File: src/rtl/des_arb.sv
// des_arb: two-channel round-robin arbiter and sequencer for a shared
// iterative DES datapath core. A channel hands over one 64-bit block per
// valid/ready handshake. The block goes to the core with a one-cycle start
// pulse. When the core answers, the result is routed back to the channel
// that owns the block.
//
// Ports:
//   i_clk, i_rst          clock, synchronous active-high reset
//   i_chN_valid/o_chN_ready/i_chN_data/i_chN_flag   channel N request
//                         (flag 1 = encrypt, 0 = decrypt)
//   o_chN_dout/o_chN_dout_en   channel N result and 1-cycle strobe
//   o_core_din/o_core_din_en/o_core_flag   block, start pulse and mode to
//                         the core (mode held from issue to next issue)
//   i_core_dout/i_core_dout_en   core result and strobe
//   o_busy                high while a block is in flight (ISSUE/BUSY)
//   o_err                 1-cycle pulse on core timeout or spurious result
//
// Optional build macro DES_ARB_STAT_EN adds o_ch0_cnt/o_ch1_cnt, which are
// 16-bit wrapping counters of completed blocks per channel.

module des_arb_lane (
  input  logic        i_clk,
  input  logic        i_rst,
  input  logic        i_load,
  input  logic [63:0] i_data,
  output logic [63:0] o_dout,
  output logic        o_dout_en
`ifdef DES_ARB_STAT_EN
  ,
  output logic [15:0] o_cnt
`endif
);
  always_ff @(posedge i_clk) begin
    if (i_rst) begin
      o_dout    <= '0;
      o_dout_en <= 1'b0;
    end else begin
      o_dout_en <= i_load;
      if (i_load) o_dout <= i_data;
    end
  end

`ifdef DES_ARB_STAT_EN
  // The counter is bumped together with the strobe, so both change on the
  // same edge. Natural 16-bit overflow supplies the wrap.
  always_ff @(posedge i_clk) begin
    if (i_rst)       o_cnt <= '0;
    else if (i_load) o_cnt <= o_cnt + 16'd1;
  end
`endif
endmodule

module des_arb #(
  parameter int TIMEOUT = 20,
  parameter int CW      = 5
) (
  input  logic        i_clk,
  input  logic        i_rst,
  input  logic        i_ch0_valid,
  output logic        o_ch0_ready,
  input  logic [63:0] i_ch0_data,
  input  logic        i_ch0_flag,
  output logic [63:0] o_ch0_dout,
  output logic        o_ch0_dout_en,
  input  logic        i_ch1_valid,
  output logic        o_ch1_ready,
  input  logic [63:0] i_ch1_data,
  input  logic        i_ch1_flag,
  output logic [63:0] o_ch1_dout,
  output logic        o_ch1_dout_en,
  output logic [63:0] o_core_din,
  output logic        o_core_din_en,
  output logic        o_core_flag,
  input  logic [63:0] i_core_dout,
  input  logic        i_core_dout_en,
  output logic        o_busy,
  output logic        o_err
`ifdef DES_ARB_STAT_EN
  ,
  output logic [15:0] o_ch0_cnt,
  output logic [15:0] o_ch1_cnt
`endif
);
  localparam int NUM_LANES = 2;

  typedef enum logic [1:0] {IDLE, ISSUE, BUSY} state_t;
  typedef struct packed {
    logic [63:0] data;
    logic        flag;
  } req_t;

  state_t                       state;
  logic                         r_last;   // channel granted most recently
  logic                         owner;    // channel owning the in-flight block
  logic [CW-1:0]                cnt;
  req_t [NUM_LANES-1:0]         req;
  logic [NUM_LANES-1:0]         req_vld;
  logic                         gnt_any;
  logic                         gnt_ch;
  logic                         core_done;
  logic [NUM_LANES-1:0]         rsp_load;
  logic [NUM_LANES-1:0][63:0]   lane_dout;
  logic [NUM_LANES-1:0]         lane_dout_en;

  assign req[0]  = '{data: i_ch0_data, flag: i_ch0_flag};
  assign req[1]  = '{data: i_ch1_data, flag: i_ch1_flag};
  assign req_vld = {i_ch1_valid, i_ch0_valid};

  // Round-robin on a tie. r_last resets to 1, so channel 0 wins the first tie.
  always_comb begin
    gnt_any = |req_vld;
    gnt_ch  = 1'b0;
    if (&req_vld) gnt_ch = ~r_last;
    else          gnt_ch = req_vld[1];
  end

  assign o_ch0_ready = (state == IDLE) && gnt_any && !gnt_ch;
  assign o_ch1_ready = (state == IDLE) && gnt_any &&  gnt_ch;

  // A result is accepted only while BUSY. A strobe in IDLE/ISSUE is an error.
  assign core_done = (state == BUSY) && i_core_dout_en;
  assign rsp_load  = {core_done & owner, core_done & ~owner};

  always_ff @(posedge i_clk) begin
    if (i_rst) begin
      state         <= IDLE;
      r_last        <= 1'b1;
      owner         <= 1'b0;
      cnt           <= '0;
      o_core_din    <= '0;
      o_core_din_en <= 1'b0;
      o_core_flag   <= 1'b1;
      o_busy        <= 1'b0;
      o_err         <= 1'b0;
    end else begin
      o_core_din_en <= 1'b0;
      o_err         <= 1'b0;
      case (state)
        IDLE: begin
          if (i_core_dout_en) o_err <= 1'b1;
          if (gnt_any) begin
            // The start pulse is raised here, so it is high exactly during ISSUE.
            o_core_din    <= req[gnt_ch].data;
            o_core_flag   <= req[gnt_ch].flag;
            owner         <= gnt_ch;
            r_last        <= gnt_ch;
            o_core_din_en <= 1'b1;
            o_busy        <= 1'b1;
            state         <= ISSUE;
          end
        end
        ISSUE: begin
          if (i_core_dout_en) o_err <= 1'b1;
          cnt   <= '0;
          state <= BUSY;
        end
        BUSY: begin
          cnt <= cnt + 1'b1;
          // A result on the last allowed cycle still wins over the timeout.
          if (i_core_dout_en) begin
            state  <= IDLE;
            o_busy <= 1'b0;
          end else if (cnt == CW'(TIMEOUT - 1)) begin
            o_err  <= 1'b1;
            state  <= IDLE;
            o_busy <= 1'b0;
          end
        end
        default: begin
          state  <= IDLE;
          o_busy <= 1'b0;
        end
      endcase
    end
  end

`ifdef DES_ARB_STAT_EN
  logic [NUM_LANES-1:0][15:0] lane_cnt;
  assign o_ch0_cnt = lane_cnt[0];
  assign o_ch1_cnt = lane_cnt[1];
`endif

  for (genvar n = 0; n < NUM_LANES; n++) begin : g_lane
    des_arb_lane u_lane (
      .i_clk     (i_clk),
      .i_rst     (i_rst),
      .i_load    (rsp_load[n]),
      .i_data    (i_core_dout),
      .o_dout    (lane_dout[n]),
      .o_dout_en (lane_dout_en[n])
`ifdef DES_ARB_STAT_EN
      ,
      .o_cnt     (lane_cnt[n])
`endif
    );
  end

  assign o_ch0_dout    = lane_dout[0];
  assign o_ch0_dout_en = lane_dout_en[0];
  assign o_ch1_dout    = lane_dout[1];
  assign o_ch1_dout_en = lane_dout_en[1];
endmodule

File: config.mk
export PLATFORM = sky130hd
export DESIGN_NAME = des_arb
export DESIGN_NICKNAME = d
export VERILOG_FILES = /design/src/rtl/des_arb.sv
export SDC_FILE = /design/constraint.sdc
export NUM_CORES = 1
export LEC_CHECK = 0
export ABC_AREA = 1
export BUFFER_PORTS_ARGS = -buffer_cell sky130_fd_sc_hd__buf_2
export CORE_AREA = 2 2 157 159
export DETAILED_ROUTE_END_ITERATION = 6
export DIE_AREA = 0 0 159 161
export GPL_TIMING_DRIVEN = 0
export PLACE_DENSITY_LB_ADDON = 0.05
export RECOVER_POWER = 100
export SYNTH_ARGS = -nofsm -noshare
export SYNTH_HDL_FRONTEND = slang
export SYNTH_SLANG_ARGS = --single-unit
File: constraint.sdc
create_clock -name i_clk -period 4.2 [get_ports i_clk]
set_input_delay 0.42 -clock i_clk [delete_from_list [all_inputs] [get_ports i_clk]]
set_output_delay 0.42 -clock i_clk [all_outputs]
set_load 0.01 [all_outputs]
==> key figures, run 1 <==
Run status
  • Run status: completed

Yosys
  • Synth Cell Area: 0.008219 mm²
  • FF+latch count, synth: 207
  • Post-synthesis cell count: 1141
  • Synth top area share: 50.42%
  • Leading area contributor after synthesis: dfxtp_1
  • Area contributors post-synth: dfxtp_1, nand2_1, a21oi_1
  • Yosys cell types: 19
  • Synth warnings: 0
  • Mapped Avg Cell Area: 7.203 µm²
  • Sequential area share after synthesis: 50.42%
  • Syn nets: 1346

Setup path
  • WP buf/inv: 3
  • Worst r2r path cells: 7
  • Critical Path End Type: output port
  • Worst EP arrival: 2.49 ns
  • Crit path kind: flip-flop to output port
  • Setup crit start kind: flip-flop
  • Worst path slowest cell: clkbuf_1
  • CP max stage delay: 0.49 ns
  • Worst R2R Start: state[0]
  • Reg2reg setup slack: 1.94 ns
  • Worst path required time: 3.78 ns
  • R2r endpoint: o_core_din[38]
  • CP Max Fanout: 10
  • Critical path depth: 6
  • CP delay by family, top: buffers and inverters
  • Crit path capture: o_ch0_ready
  • Critical path's most frequent cell: clkbuf_1
  • Cells along the critical path: inv_1 -> ha_1 -> o21ai_0 -> clkbuf_1 -> nor2_1 -> clkbuf_1
  • Crit path launch: state[0]

Route
  • Post-DRT Antenna Nets: 0
  • DRC viols: 0
  • Drt pass-1 iters: 5
  • Vias: 8788
  • Vias/cell: 4.608
  • 1st-iter DRT viols: 450
  • Drt wl/cell: 15.38 µm
  • Post-Route WL: 29.33 mm

CTS
  • CTS root buf: clkbuf_16
  • Clock Latency Late Sink: 0.51 ns
  • Total setup buffers inserted after CTS: 0
  • H-tree levels: 1
  • Count of clock tree sinks: 207
  • # hold bufs at CTS: 0
  • Max Root-Sink Buffers: 3
  • CTS tree: done
  • Post_cts resized: 0
  • CTS Buf Count: 24
  • CTS clk-pin slew, worst paths: 0.06 ns

Floorplanning
  • Die Wd: 159 µm
  • Die area: 0.02560 mm²
  • # IOs: 399
  • Starting Density: 34.30%
  • Core area: 0.02396 mm²
  • Die height: 161 µm
  • Rows: 57

Placed design
  • RD Place Congestion: 0.8755
  • Area after DPL: 0.01061 mm²
  • DP HPWL: 22.18 mm
  • Placed cell count: 1862
  • Port Buffers: 397

Timing
  • Worst-Margin Slew: 0.8754 ns
  • Highest Clock Rate: 343.3 MHz
  • RSZ-0062 raised after global routing: false
  • Fin Hold WS: 0.1420 ns
  • Slew headroom: 41.02%
  • Pins Over Slew Limit: 0
  • Clock Skew: 0.008372 ns
  • Final Hold Viols: 0
  • Final setup viols: 0
  • Tmin final: 2.913 ns
  • Fin Setup TNS: 0 ns
  • Final Cycle Share: 69.35%

Pwr
  • PwrDens: 468.9 mW/mm²
  • Seq pwr share: 42.3%
  • Clock power frac: 40.0%
  • Switching share of power: 29.09%
  • Pleak: 4.923 nW
  • Maximum VDD drop: 277.4 µV
  • Combinational cell fraction of total power: 17.7%
  • Switching power total: 1.519 mW
  • Internal Power: 3.705 mW

Final layout
  • Most frequent cells in the layout: nand2_1, clkbuf_1, buf_2
  • Fin nets: 1769
  • Final std cells w/o fill: 1907
  • Area growth syn-to-layout: 35.55%
  • Commonest non-fill, non-tap cell in the layout: nand2_1
  • Final instance area: 0.01114 mm²
  • Layout cells sized above 1: 17.15%
  • Fillers: 2658

GRT
  • Vias in the first global route: 8222
  • Initial antenna violation count: 4
  • Total track usage: 21.72%
  • First-pass GRT wire length: 44.77 mm
  • Pin count of the biggest net entering global routing: 13
  • Grt ovf: 0

Run
  • Max-cap violations: 0

Worst hold path
  • HP Class: primary input to flip-flop
## worst min-delay path, delay by kind of cell
kind                   cells  cell delay, ns
buffers and inverters      1            0.07
and+or+nand+nor            2            0.11
## worst min path at each step
stage	from	end	slack (ns)	depth (start not counted)
after floorplan	r_last	r_last	0.43	2
final	i_ch1_flag	o_core_flag	0.14	3
after global routing	i_core_dout[32]	g_lane[0].u_lane.o_dout[32]	0.13	3
after global placement	g_lane[1].u_lane.o_dout[63]	g_lane[1].u_lane.o_dout[63]	0.43	2
after CTS	i_ch1_flag	o_core_flag	0.12	3
after detailed placement	g_lane[1].u_lane.o_dout[51]	g_lane[1].u_lane.o_dout[51]	0.43	2
## cell usage after synthesis
cell type and count:
dfxtp_1 207, and2_1 1, nor3b_1 2, buf_4 6, nor2_1 146, clkbuf_1 33
nor3_1 3, nor2_2 1, o21ai_0 129, a21oi_1 135, o21ai_2 1, inv_1 75
inv_2 2, nand2_1 277, buf_2 42, o21ai_1 1, ha_1 6, nand3_1 71
buf_1 3
## power groups by stage
| stage | logic, mW | registers, mW | clock network, mW |
|---|---|---|---|
| 2_1_floorplan | 0.475 | 2.31 | 0 |
| 3_3_place_gp | 0.981 | 2.24 | 0 |
| 3_5_place_dp | 0.984 | 2.25 | 0 |
| 4_1_cts | 0.988 | 2.21 | 2.14 |
| 5_1_grt | 1.05 | 2.23 | 2.23 |
| 6_report | 0.925 | 2.21 | 2.09 |
## registers in the layout (all words and copies together), names as in the netlist
name                     cells
o_err                        1
o_core_din_en                1
r_last                       1
o_busy                       1
g_lane.u_lane.o_dout       128
owner                        1
state                        2
o_core_din                  64
cnt                          5
o_core_flag                  1
g_lane.u_lane.o_dout_en      2
## per-stage QoR
stage	power (mW)	setup WS (ns)	util, %
after global routing	5.504	1.062	46.46
final	5.224	1.287	46.49
after detailed placement	3.231	2.171	44.28
after CTS	5.331	1.604	47.61
after floorplan	2.790	2.646	-
after global placement	3.224	2.216	44.28
## cells by family (layout without fill, tap and decap cells)
group,Yosys count,in the layout,synth area share (%)
AOI/OAI and AO/OA,266,266,16.24
adders and majority gates,6,6,0.9134
buffers and inverters,161,600,8.266
DFF,207,207,50.42
other,0,3,0
and+or+nand+nor,501,501,24.16
## per-layer routing
layer	track usage [%]	part of all wire (%)	vias to the layer above
li1	-	-	4497
met1	25.65	41	3904
met2	37.41	47	340
met3	8.089	10	43
met4	5.537	2.3	4
met5	0	0.072	-
## cell type report
class	instances	area [µm²]	area share [%]
multi-input cells	773	3390	30.42
inverters	77	289.0	2.594
plain buffers	84	370.4	3.324
flip-flops and latches	207	4144	37.20
well taps	324	405.4	3.639
clock inverters	9	72.57	0.6514
repair buffers	397	1737	15.59
clock buffers	33	725.7	6.514
diodes	3	7.507	0.06739
No activity file was read; power rests on OpenSTA's default activity.
==> inputs of run 2 (changes only) <==
- CORE_AREA: 2 2 157 159 -> 2 2 156 158
- DIE_AREA: 0 0 159 161 -> 0 0 158 160
- clock period: 4.2 -> 2.6 ns (I/O delays scaled with it)
==> run 2 against run 1 <==
  * First-iteration DRC count down 0.44%
  * Critical path depth is the same
  * Hold slack got worse by 0.13 ns
  * Clock skew decreased by 0.0015 ns
  * Cell count rose by 2.1%
  * Critical path type unchanged
  * Largest power group unchanged
==> key figures, run 2 (same netlist as run 1, synthesis figures left out) <==
Floorplanning
  • # IOs: 399
  • Die area: 0.02528 mm²
  • Die Wd: 158 µm
  • Starting Density: 34.50%
  • Die height: 160 µm
  • Rows: 57
  • Core area: 0.02382 mm²

Final layout
  • Layout cells sized above 1: 16.47%
  • Max reg flops: 128
  • Fin nets: 1811
  • Commonest non-fill, non-tap cell in the layout: nand2_1
  • Most frequent cells in the layout: nand2_1, clkbuf_1, buf_2
  • Largest regs: g_lane.u_lane.o_dout (128), o_core_din (64), cnt (5)
  • Fillers: 2625
  • Top reg by flops: g_lane.u_lane.o_dout
  • Area growth syn-to-layout: 40.33%
  • Utilization after layout: 48.42%
  • Final std cells w/o fill: 1947

Timing
  • RSZ-0062 raised after global routing: false
  • Final Hold Viols: 0
  • Worst-Margin Slew: 0.5894 ns
  • Tmin final: 2.293 ns
  • Final setup viols: 0
  • Final Cycle Share: 88.20%
  • Highest Clock Rate: 436.1 MHz
  • Pins Over Slew Limit: 0
  • Fin Setup TNS: 0 ns
  • Clock Skew: 0.006832 ns
  • Fin Hold WS: 0.01325 ns
  • Slew headroom: 60.29%

CTS
  • H-tree levels: 1
  • CTS root buf: clkbuf_16
  • CTS tree: done
  • Count of clock tree sinks: 207
  • CTS Buf Count: 23
  • CTS clk-pin slew, worst paths: 0.06 ns
  • Clock Latency Late Sink: 0.50 ns
  • Max Root-Sink Buffers: 3
  • Post_cts resized: 0

Setup path
  • Setup crit start kind: flip-flop
  • Crit path launch: state[0]
  • Worst path slowest cell: dfxtp_1
  • Reg2reg setup slack: 0.39 ns
  • Worst R2R Start: state[0]
  • CP Max Fanout: 10
  • Worst path required time: 2.34 ns
  • Worst EP arrival: 2.03 ns
  • Critical Path End Type: output port
  • R2r endpoint: o_core_flag
  • CP max stage delay: 0.42 ns
  • Crit path kind: flip-flop to output port
  • Cells along the critical path: inv_1 -> ha_1 -> o21ai_2 -> buf_2 -> nor2_1 -> clkbuf_1
  • Worst r2r path cells: 8

GRT
  • Grt ovf: 0
  • Total track usage: 21.81%
  • First-pass GRT wire length: 43.84 mm
  • Vias in the first global route: 8237
  • Pin count of the biggest net entering global routing: 14
  • Initial antenna violation count: 2

Pwr
  • Pleak: 5.077 nW
  • PwrDens: 730.3 mW/mm²
  • Total power: 8.423 mW
  • Maximum VDD drop: 410.2 µV

Route
  • 1st-iter DRT viols: 448
  • Post-Route WL: 29.17 mm
  • DRC viols: 0
  • Vias: 8767
  • Drt wl/cell: 14.98 µm
  • Vias/cell: 4.503
  • Post-DRT Antenna Nets: 0
  • Drt pass-1 iters: 5

Run status
  • Run status: completed

Placed design
  • Placed cell count: 1862
  • Port Buffers: 397
  • RD Place Congestion: 0.8076
  • DP HPWL: 22.05 mm

Worst hold path
  • Cells on Worst Hold Path: 3
  • Hold worst-path end: g_lane[0].u_lane.o_dout[58]
  • Min-delay src: i_core_dout[58]
  • HP Class: primary input to flip-flop

Run
  • Max-cap violations: 0
run 2: cell count changes in the layout (fill, tap and decap cells not counted), moves of 2 or more:
cell           change
clkbuf_8           -4
clkbuf_16          -2
bufinv_16          +2
clkinv_2           -2
dlygate4sd3_1     +43
clkbuf_1           +3
run 2: critical path: cells and delay by family (launching register included):
family                   cells  cell delay, ns
AND/OR/NAND/NOR              1            0.11
adder cells (fa/ha/maj)      1            0.28
AO/OA/AOI/OAI                1            0.17
buffers and inverters        3            0.56
flip-flops                   1            0.42
run 2: stage by stage:
| step | cell area [µm²] | setup slack (ns) |
|---|---|---|
| after floorplan | 8219 | 1.136 |
| after global placement | 10610 | 0.7210 |
| after detailed placement | 10610 | 0.6777 |
| after CTS | 11800 | 0.2408 |
| after global routing | 11530 | 0.1462 |
| final | 11530 | 0.3068 |
run 2: worst max path at each step:
stage | end | slack, ns | depth (start not counted)
detailed placement | g_lane[1].u_lane.o_dout[46] | 0.68 | 7
CTS | o_ch0_ready | 0.24 | 6
global route | o_ch1_ready | 0.15 | 6
finish | o_ch1_ready | 0.31 | 6
floorplan | g_lane[0].u_lane.o_dout[14] | 1.14 | 9
global placement | g_lane[1].u_lane.o_dout[46] | 0.72 | 7
run 2: layout make-up:
cell class | count | area, µm² | area share, %
antenna | 2 | 5.005 | 0.04339
buffer | 84 | 371.6 | 3.222
clock buffer | 31 | 635.6 | 5.511
clock inverter | 9 | 122.6 | 1.063
inverter | 77 | 289.0 | 2.506
multi-input combinational | 773 | 3393 | 29.42
sequential | 207 | 4144 | 35.93
tap | 324 | 405.4 | 3.515
timing repair buffer | 440 | 2167 | 18.79
run 2: layer usage:
metal / GRT usage [%] / vias up / wire [µm]
met2: 37.87 / 276 / 13840
met4: 5.979 / 0 / 660
met3: 6.893 / 40 / 2606
met1: 25.79 / 3867 / 12060
met5: 0 / - / 0
li1: - / 4584 / -
run 2: where the power goes:
part           switching, mW  internal (mW)
Sequential             0.134           3.43
Combinational           1.00          0.559
Clock                   1.29           2.00
run 2: what timing repair did:
action                                 CTS  global route
endpoints found under the hold margin   42             0
hold buffers                            43             0
buffers inserted                         0             0
